$ cat config.mk
export PLATFORM = sky130hd
export DESIGN_NAME = seq_approx_mult8x8
export DESIGN_NICKNAME = d
export VERILOG_FILES = /design/src/rtl/seq_approx_mult8x8.sv
export SDC_FILE = /design/constraint.sdc
export NUM_CORES = 1
export LEC_CHECK = 0
export BUFFER_PORTS_ARGS = -buffer_cell sky130_fd_sc_hd__buf_4
export CAP_MARGIN = 30
export CORE_MARGIN = 4
export CORE_UTILIZATION = 51
export DETAILED_ROUTE_END_ITERATION = 12
export PLACE_DENSITY = 0.84
export SLEW_MARGIN = 30
export SYNTH_ARGS = -nofsm -noshare
export SYNTH_HDL_FRONTEND = slang
export SYNTH_SLANG_ARGS = --single-unit
$ cat constraint.sdc
create_clock -name i_clk -period 2.65 [get_ports i_clk]
set_input_delay 0.6625 -clock i_clk [delete_from_list [all_inputs] [get_ports i_clk]]
set_output_delay 0.6625 -clock i_clk [all_outputs]
set_load 0.03 [all_outputs]
$ cat src/rtl/seq_approx_mult8x8.sv
// Sequential 8x8 unsigned multiplier sharing one external 4x4 unit over four nibble steps.
// States: IDLE waits for start | MUL issues one nibble pair per cycle | DONE pulses done for one cycle.
module seq_approx_mult8x8 #(
    parameter bit TRUNC_LL = 1'b0
) (
    input  logic        i_clk,
    input  logic        i_rst,
    input  logic        i_start,
    input  logic [7:0]  i_a,
    input  logic [7:0]  i_b,
    output logic [3:0]  o_mul_a,
    output logic [3:0]  o_mul_b,
    input  logic [7:0]  i_mul_p,
    output logic        o_busy,
    output logic        o_done,
    output logic [15:0] o_p
);

    typedef enum logic [1:0] {
        S_IDLE = 2'd0,
        S_MUL  = 2'd1,
        S_DONE = 2'd2
    } state_t;

    state_t      r_state;
    state_t      w_next;
    logic [1:0]  r_step;
    logic [7:0]  r_a;
    logic [7:0]  r_b;
    logic [16:0] r_acc;
    logic [15:0] r_p;
    logic        r_busy;
    logic        r_done;
    logic [3:0]  w_mul_a;
    logic [3:0]  w_mul_b;
    logic [3:0]  w_shift;
    logic [16:0] w_term;
    logic [16:0] w_sum;

    always_comb begin
        w_next  = r_state;
        w_mul_a = 4'd0;
        w_mul_b = 4'd0;
        case (r_state)
            S_IDLE: begin
                if (i_start) w_next = S_MUL;
            end
            S_MUL: begin
                w_mul_a = r_step[1] ? r_a[7:4] : r_a[3:0];
                w_mul_b = r_step[0] ? r_b[7:4] : r_b[3:0];
                if (r_step == 2'd3) w_next = S_DONE;
            end
            S_DONE: w_next = S_IDLE;
            default: w_next = S_IDLE;
        endcase
    end

    // Step 0 is unshifted, the two cross terms sit at 4, the high term at 8.
    always_comb begin
        case (r_step)
            2'd0:    w_shift = 4'd0;
            2'd3:    w_shift = 4'd8;
            default: w_shift = 4'd4;
        endcase
        w_term = {9'd0, i_mul_p} << w_shift;
        w_sum  = r_acc + w_term;
    end

    always_ff @(posedge i_clk or posedge i_rst) begin
        if (i_rst) begin
            r_state <= S_IDLE;
            r_step  <= 2'd0;
            r_a     <= 8'd0;
            r_b     <= 8'd0;
            r_acc   <= 17'd0;
            r_p     <= 16'd0;
            r_busy  <= 1'b0;
            r_done  <= 1'b0;
        end else begin
            r_state <= w_next;
            r_busy  <= (w_next != S_IDLE);
            r_done  <= (w_next == S_DONE);
            case (r_state)
                S_IDLE: begin
                    if (i_start) begin
                        r_a    <= i_a;
                        r_b    <= i_b;
                        r_acc  <= 17'd0;
                        r_step <= TRUNC_LL ? 2'd1 : 2'd0;
                    end
                end
                S_MUL: begin
                    r_acc  <= w_sum;
                    r_step <= r_step + 2'd1;
                    // An approximate 4x4 unit can push the sum past 16 bits.
                    if (r_step == 2'd3) r_p <= w_sum[16] ? 16'hFFFF : w_sum[15:0];
                end
                default: ;
            endcase
        end
    end

    assign o_mul_a = w_mul_a;
    assign o_mul_b = w_mul_b;
    assign o_busy  = r_busy;
    assign o_done  = r_done;
    assign o_p     = r_p;

endmodule

=== Word-level counts from Yosys, hierarchy flattened ===
Index checks and enable logic that the tools add are counted.

* Bits in registers: 55
* Input port bits: 27
* Output and inout bits: 26
* Logic and storage cells: 35

* Add/sub/neg operators: 2
* Eq/ne operators: 4
* Shift-type cells: 1
* Multiplexer cells: 13
* Reduce and logical (&&, ||, !) cells: 7

{| class="wikitable"
|+ Operators by type and width
! cell !! count
|-
| $pmux 17 s2 || 1
|-
| $add 17x17->17 || 1
|-
| $mux 17 || 1
|-
| $shl 8x4->17 || 1
|-
| $mux 16 || 1
|-
| $mux 4 || 4
|-
| $pmux 2 s2 || 2
|-
| $pmux 4 s2 || 1
|-
| $mux 2 || 3
|-
| $reduce_and 2->1 || 3
|-
| $eq 2x2->1 const B || 2
|-
| $logic_not 2->1 || 2
|-
| $reduce_bool 2->1 || 2
|-
| $add 2x1->2 const B || 1
|-
| $eq 2x1->1 const B || 1
|-
| $ne 2x2->1 const B || 1
|}

=== Logic depth before layout (Yosys ltp) ===
Gate-level depths: netlist of the first run.

* Word-level depth: 5
* Depth in mapped cells: 12
* Depth with buffers taken out: 11

=== Worst setup path before layout of the first run ===
Ideal clock, no wire load.

* Path kind: register to register
* Start: reg r_step[0]
* End: reg r_p[3], in the netlist o_p[3]
* Setup time: 0.143 ns
* Arrival time: 2.806 ns
* Data required time: 2.507 ns
* Slack: -0.299 ns
* Stages on the path, launching flop included: 13
* Path buffers: 2
* Clock period less this slack: 2.949 ns
* Path through: dfrtp_1 -> ha_1 -> buf_2 -> nor2_1 -> and2_1 -> ha_1 -> fa_1 -> a211oi_2 -> o211ai_2 -> a211oi_2 -> a2bb2oi_2 -> buf_6 -> a31oi_2

* Word-level cells in the longest chain between the ends: 5
* Elaborated cells between the ends (all ways): 7
* Classes of those cells: 1 x add/sub; 1 x eq/ne; 1 x shift; 2 x mux; 2 x reduce/logical

{| class="wikitable"
|+ Ends and longest elaborated chain
! what !! RTL line !! text
|-
| start: declaration || 27 || <nowiki>logic [1:0] r_step;</nowiki>
|-
| start signal: assignment || 89 || <nowiki>r_step <= TRUNC_LL ? 2'd1 : 2'd0;</nowiki>
|-
| start signal: assignment || 94 || <nowiki>r_step <= r_step + 2'd1;</nowiki>
|-
| $eq 2x2->1 or $logic_not 2->1 (tied branches) || 60, 96 ||
|-
| $pmux 4 s2 || 60 || <nowiki>case (r_step)</nowiki>
|-
| $shl 8x4->17 || 65 || <nowiki>w_term = {9'd0, i_mul_p} << w_shift;</nowiki>
|-
| $add 17x17->17 || 66 || <nowiki>w_sum = r_acc + w_term;</nowiki>
|-
| $mux 16 || 96 || <nowiki>if (r_step == 2'd3) r_p <= w_sum[16] ? 16'hFFFF : w_sum[15:0];</nowiki>
|-
| end signal: assignment || 96 ||
|-
| end: declaration || 31 || <nowiki>logic [15:0] r_p;</nowiki>
|}

Several ways; a longest one is shown, not always the timed one.
A chain may end at the register's enable or synchronous reset.

=== Worst setup path in the final report of the first run ===
* Start: reg r_step[1]
* End: reg r_p[9], in the netlist o_p[9]

Same word-level chain as after synthesis.

==> metrics.txt, run 1 <==
status=finished with violations; failing checks=setup timing; fmax=around 350 MHz; IO Port Bufs=52; most common cell in the netlist=dfrtp_1; Area Overhead vs Synth=42.4%; Post-synth EDFFs=0; chip height=85.7 um; Commonest cells post-synth=55 x dfrtp_1, 34 x nor2_1, 21 x nand2_1; largest net degree at the start of global routing=29; share of post-route cells with drive strength above 1=~47%; Initial Util=a little over half; CP Launch Type=flop; Slew Limit Fails=0; drt pass-1 iters=5; RSZ-0062 raised after global routing=true; Total Die Area=roughly 7300 um^2; detailed placer's ending HPWL=6030 um; Yosys top cell area share=about 45%; period utilization=109%; min cycle time layout=slightly below 3 ns; Clock Pin Slew Worst Setup and Hold Paths=~0.090 ns; pre-CTS setup slack=-0.370 ns; WL/cell=~18 um; Fin Hold WS=0.302 ns; nets=445; Warnings, synthesis=0; Syn Inst Count=296; Rows=28; vias in the first global route=2,751; Worst Skew=0.00649 ns; ys flop type=dfrtp_1; Max Cap Viol=0; Die Width=85.7 um; Area contributors post-synth=dfrtp_1 45%, ha_1 7.3%, mux2_2 5.9%; final number of setup-violating endpoints=24; CTS Sinks=55; Clock Tree Buf Depth=2; peak fanout along the critical path=7; Worst Path Required=between 2 and 3 ns; Clock Latency Late Sink=about 0.31 ns; Netlist cell types=between 40 and 50; final setup margin=-0.242 ns; hold_buf cts=0; worst hold path class=in2async; Antenna diodes=0; number of DRC markers in iteration 0=~170; ys async rst share=100%; antenna violations before repair=0; Worst slew margin=about 60%; CTS tree=done; WP data arrival=3.09 ns; Setup crit end kind=flop; WL final=~8400 um; CP Class=reg2reg; GP Congestion=0.894; grt ovf=0; worst slew pin tran=just under 0.6 ns; core box area=around 5900 um^2; root buffer cell=clkbuf_8; leading area contributor after synthesis=dfrtp_1; CTS Buf Count=5; register area share after synthesis=between 40% and 50%; H-tree depth=2; final hold vios=0; synthesized area per cell=between 10 and 15 um^2; global-route wire length before repair=13,200 um; DR vias=2,736; Syn Std Cell Area=between 3000 and 4000 um^2; FF+latch count, synth=55; Via density=about 5.8; I/O Pins=between 50 and 60; post-route ant nets=0; filler instances=between 300 and 400; GRT Overall Usage=between 20% and 30%; Residual DRC=0; Post-Syn Nets=approximately 340
worst paths after layout:
check	from	endpoint	slack, ns	depth (start not counted)
max reg2reg	r_step[1]	o_p[9]	-0.24	10
min	i_rst	r_a[5]	0.30	2
min reg2reg	r_acc[8]	r_acc[8]	0.51	2
max in group asynchronous	i_rst	o_p[12]	1.71	3
min in group i_clk	r_acc[8]	r_acc[8]	0.51	2
max	r_step[1]	o_p[9]	-0.24	10
final cells by class:
| class | instances | area, um^2 | share of cell area (%) |
|---|---|---|---|
| clock inverters | 1 | 30.0 | 0.685 |
| clock buffers | 6 | 72.6 | 1.66 |
| multi-input cells | 221 | 1950 | 44.4 |
| well taps | 75 | 93.8 | 2.14 |
| repair buffers | 109 | 837 | 19.1 |
| inverters | 7 | 26.3 | 0.600 |
| flip-flops and latches | 55 | 1380 | 31.4 |
state kept, by name (all words and copies together), names as in the netlist:
register,count
r_step,2
r_a,8
o_busy,1
r_acc,17
o_p,16
r_b,8
r_state,2
o_done,1
stage by stage:
step | utilization [%] | setup TNS (ns) | instances | area [um^2]
final | 74.4 | -4.19 | 474 | 4380
after global routing | 74.4 | -6.50 | 474 | 4380
after CTS | 70.7 | -4.89 | 470 | 4160
after detailed placement | 65.9 | -6.93 | 458 | 3880
after global placement | 65.9 | -6.33 | 458 | 3880
after floorplan | - | -1.27 | 296 | 3120
placed cells by master (no fill, tap or decap), drive strengths merged, types with 4 or more instances in the layout:
cell / synthesis / final
a21oi: 16 / 16
nor2: 34 / 34
a21o: 5 / 5
o211ai: 4 / 4
mux2: 16 / 16
xor2: 6 / 6
ha: 18 / 18
and2: 6 / 6
dfrtp: 55 / 55
o21ai: 18 / 18
a211oi: 5 / 5
a31oi: 12 / 12
clkbuf: 8 / 6
nor3b: 4 / 4
nand2: 21 / 21
buf: 5 / 109
mux2i: 12 / 12
xnor2: 9 / 9
a22o: 11 / 11
inv: 7 / 7
nor2b: 7 / 7
repair_timing:
action                     CTS  global route
gates resized for setup     26            35
gates cloned                 0             0
buffers inserted             5             4
setup endpoints to repair   27            27
pin swaps                   12            21
cell families after synthesis:
family,Yosys count,synth area share [%]
mux,28,9.76
xor+xnor,15,4.27
compound gates,80,18.2
simple gates,79,11.8
buf+inv,20,3.33
fa+ha+maj,19,7.97
flops,55,44.7
worst max-delay path: stages (launching register included):
cell	delay, ns
dfrtp_1	0.42
ha_4	0.33
nor2b_4	0.20
a22o_1	0.25
ha_4	0.23
a21o_1	0.18
a31o_1	0.26
a211oi_2	0.31
a2bb2oi_4	0.30
nor3b_4	0.24
nor2_1	0.06
metal layers:
| layer | part of all wire, % | wire length, um | vias up | global-route usage, % |
|---|---|---|---|---|
| met3 | 6.8 | 575 | 28 | 4.42 |
| met5 | 0 | 0 | - | 0 |
| met1 | 40 | 3360 | 1332 | 28.8 |
| met4 | 3.6 | 302 | 0 | 7.34 |
| li1 | - | - | 1262 | - |
| met2 | 50 | 4190 | 114 | 39.1 |
Power of run 1 is not shown: default switching activity piles up to over one toggle a cycle in this logic, so the estimate is an artifact.
==> run 2: changes to the inputs <==
- SKIP_LAST_GASP: not set -> 1
==> metrics.txt, run 2 (synthesis results as in run 1) <==
nets=445 (unchanged); Via density=5.74 (was 5.77); Max Cap Viol=0 (unchanged); R2R Setup Slk=-0.24 ns (about the same); worst hold path class=in2async (unchanged); Clock Latency Late Sink=0.31 ns (about the same); setup_tns=-4.10 ns (was -4.19 ns); delay-heaviest family, CP=compound AO/OA/AOI/OAI gates (unchanged); Worst Path Required=2.85 ns (about the same); CTS tree=done (unchanged); GP Congestion=0.894 (unchanged); Layout Cells excl Fill=474 (unchanged); I/O Pins=53 (unchanged); global-route wire length before repair=13,200 um (about the same); status=finished with violations (unchanged); CTS Buf Count=5 (unchanged); CP Class=reg2reg (unchanged); Initial Util=52.3% (unchanged); Slowest-stage cell, CP=dfrtp_1 (unchanged); min cycle time layout=2.89 ns (about the same); commonest non-fill, non-tap cell in the layout=buf_4 (unchanged); GRT Overall Usage=22.7% (about the same); placed inst area=3880 um^2 (unchanged); Total Die Area=7340 um^2 (unchanged); Worst slew margin=60.5% (was 60.4%); Antenna diodes=0 (unchanged); final setup margin=-0.237 ns (was -0.242 ns); peak fanout along the critical path=7 (unchanged); fmax=346 MHz (about the same); Placed Cells=458 (unchanged); grt ovf=0 (unchanged); Worst Skew=0.00502 ns (was 0.00649 ns); RSZ-0062 raised after global routing=true (unchanged); detailed placer's ending HPWL=6030 um (unchanged); WL final=8440 um (was 8430 um); WL/cell=17.8 um (about the same); antenna violations before repair=0 (unchanged); largest net degree at the start of global routing=29 (unchanged); IO Port Bufs=52 (unchanged); drt pass-1 iters=4 (was 5); R2R cell count=12 (was 10); Top reg by flops=r_acc (unchanged); number of DRC markers in iteration 0=171 (was 172); Clock Tree Buf Depth=2 (unchanged); CP cell instances=ha_4, buf_4, mux2i_2, buf_4, nor2b_1, ha_1, a21oi_2, o31ai_4, a211oi_2, a2bb2oi_4, nor3b_4, nor2_1 (was ha_4, nor2b_4, a22o_1, ha_4, a21o_1, a31o_1, a211oi_2, a2bb2oi_4, nor3b_4, nor2_1); root buffer cell=clkbuf_8 (unchanged); Area Overhead vs Synth=42.3% (was 42.4%); Setup crit end kind=flop (unchanged); CP Buf/Inv Count=2 (was 0); CP Launch Type=flop (unchanged); CTS Sinks=55 (unchanged); WP data arrival=3.09 ns (about the same); period utilization=109% (about the same); DR vias=2,721 (was 2,736); Crit path largest cell delay=0.42 ns (about the same); Slew Limit Fails=0 (unchanged); Residual DRC=0 (unchanged); Rows=28 (unchanged); Die Width=85.7 um (unchanged); vias in the first global route=2,753 (was 2,751); most frequent cells in the layout=104 x buf_4, 55 x dfrtp_1, 31 x nor2_1 (unchanged); failing checks=setup timing (unchanged); core box area=5890 um^2 (unchanged); final hold vios=0 (unchanged); worst slew pin tran=0.592 ns (was 0.594 ns); Levels on crit path=12 (was 10); Clock Pin Slew Worst Setup and Hold Paths=0.09 ns (about the same); post-route ant nets=0 (unchanged); CP most frequent cell=buf_4 (was ha_4); share of post-route cells with drive strength above 1=46.9% (was 47.1%); final number of setup-violating endpoints=23 (was 24); Design Area, Final=4380 um^2 (about the same); max FFs per register=17 (unchanged); chip height=85.7 um (unchanged); H-tree depth=2 (unchanged)
-- run 2: cell count changes in the layout (fill, tap and decap cells not counted) --
cell,change
nand2_2,-1
nand2_1,+1
-- run 2: worst paths after layout --
path / startpoint / to
min in group i_clk: r_acc[8] / r_acc[8]
min reg2reg: r_acc[8] / r_acc[8]
max: r_step[1] / o_p[9]
max in group asynchronous: i_rst / o_p[11]
max reg2reg: r_step[1] / o_p[9]
min: i_rst / r_a[5]
-- run 2: area by class of cell --
type / count / area [um^2]
Multi-Input combinational cell: 221 / 1940
Inverter: 7 / 26.3
Sequential cell: 55 / 1380
Fill cell: 383 / 1510
Clock inverter: 1 / 30.0
Tap cell: 75 / 93.8
Clock buffer: 6 / 72.6
Timing Repair Buffer: 109 / 837
-- run 2: timing repair --
action,in CTS,in global routing
buffers inserted,5,4
gates cloned,0,0
hold buffers,0,0
setup endpoints to repair,27,27
hold endpoints to repair,0,0
resized for setup,25,35
pin swaps,12,21
-- run 2: metal layers --
metal  part of all wire, %  GRT usage [%]
met1                    41           28.7
met2                    49           39.1
met3                   6.0           4.42
met4                   3.7           7.34
met5                     0              0
-- run 2: metrics by stage --
| stage | worst slack, ns | hold slack [ns] | utilization (%) |
|---|---|---|---|
| after floorplan | -0.109 | 0.456 | - |
| after global placement | -0.337 | 0.477 | 65.9 |
| after detailed placement | -0.370 | 0.489 | 65.9 |
| after CTS | -0.267 | 0.307 | 70.7 |
| after global routing | -0.338 | 0.309 | 74.4 |
| final | -0.237 | 0.305 | 74.4 |
Power of run 2 is left out for the same reason.
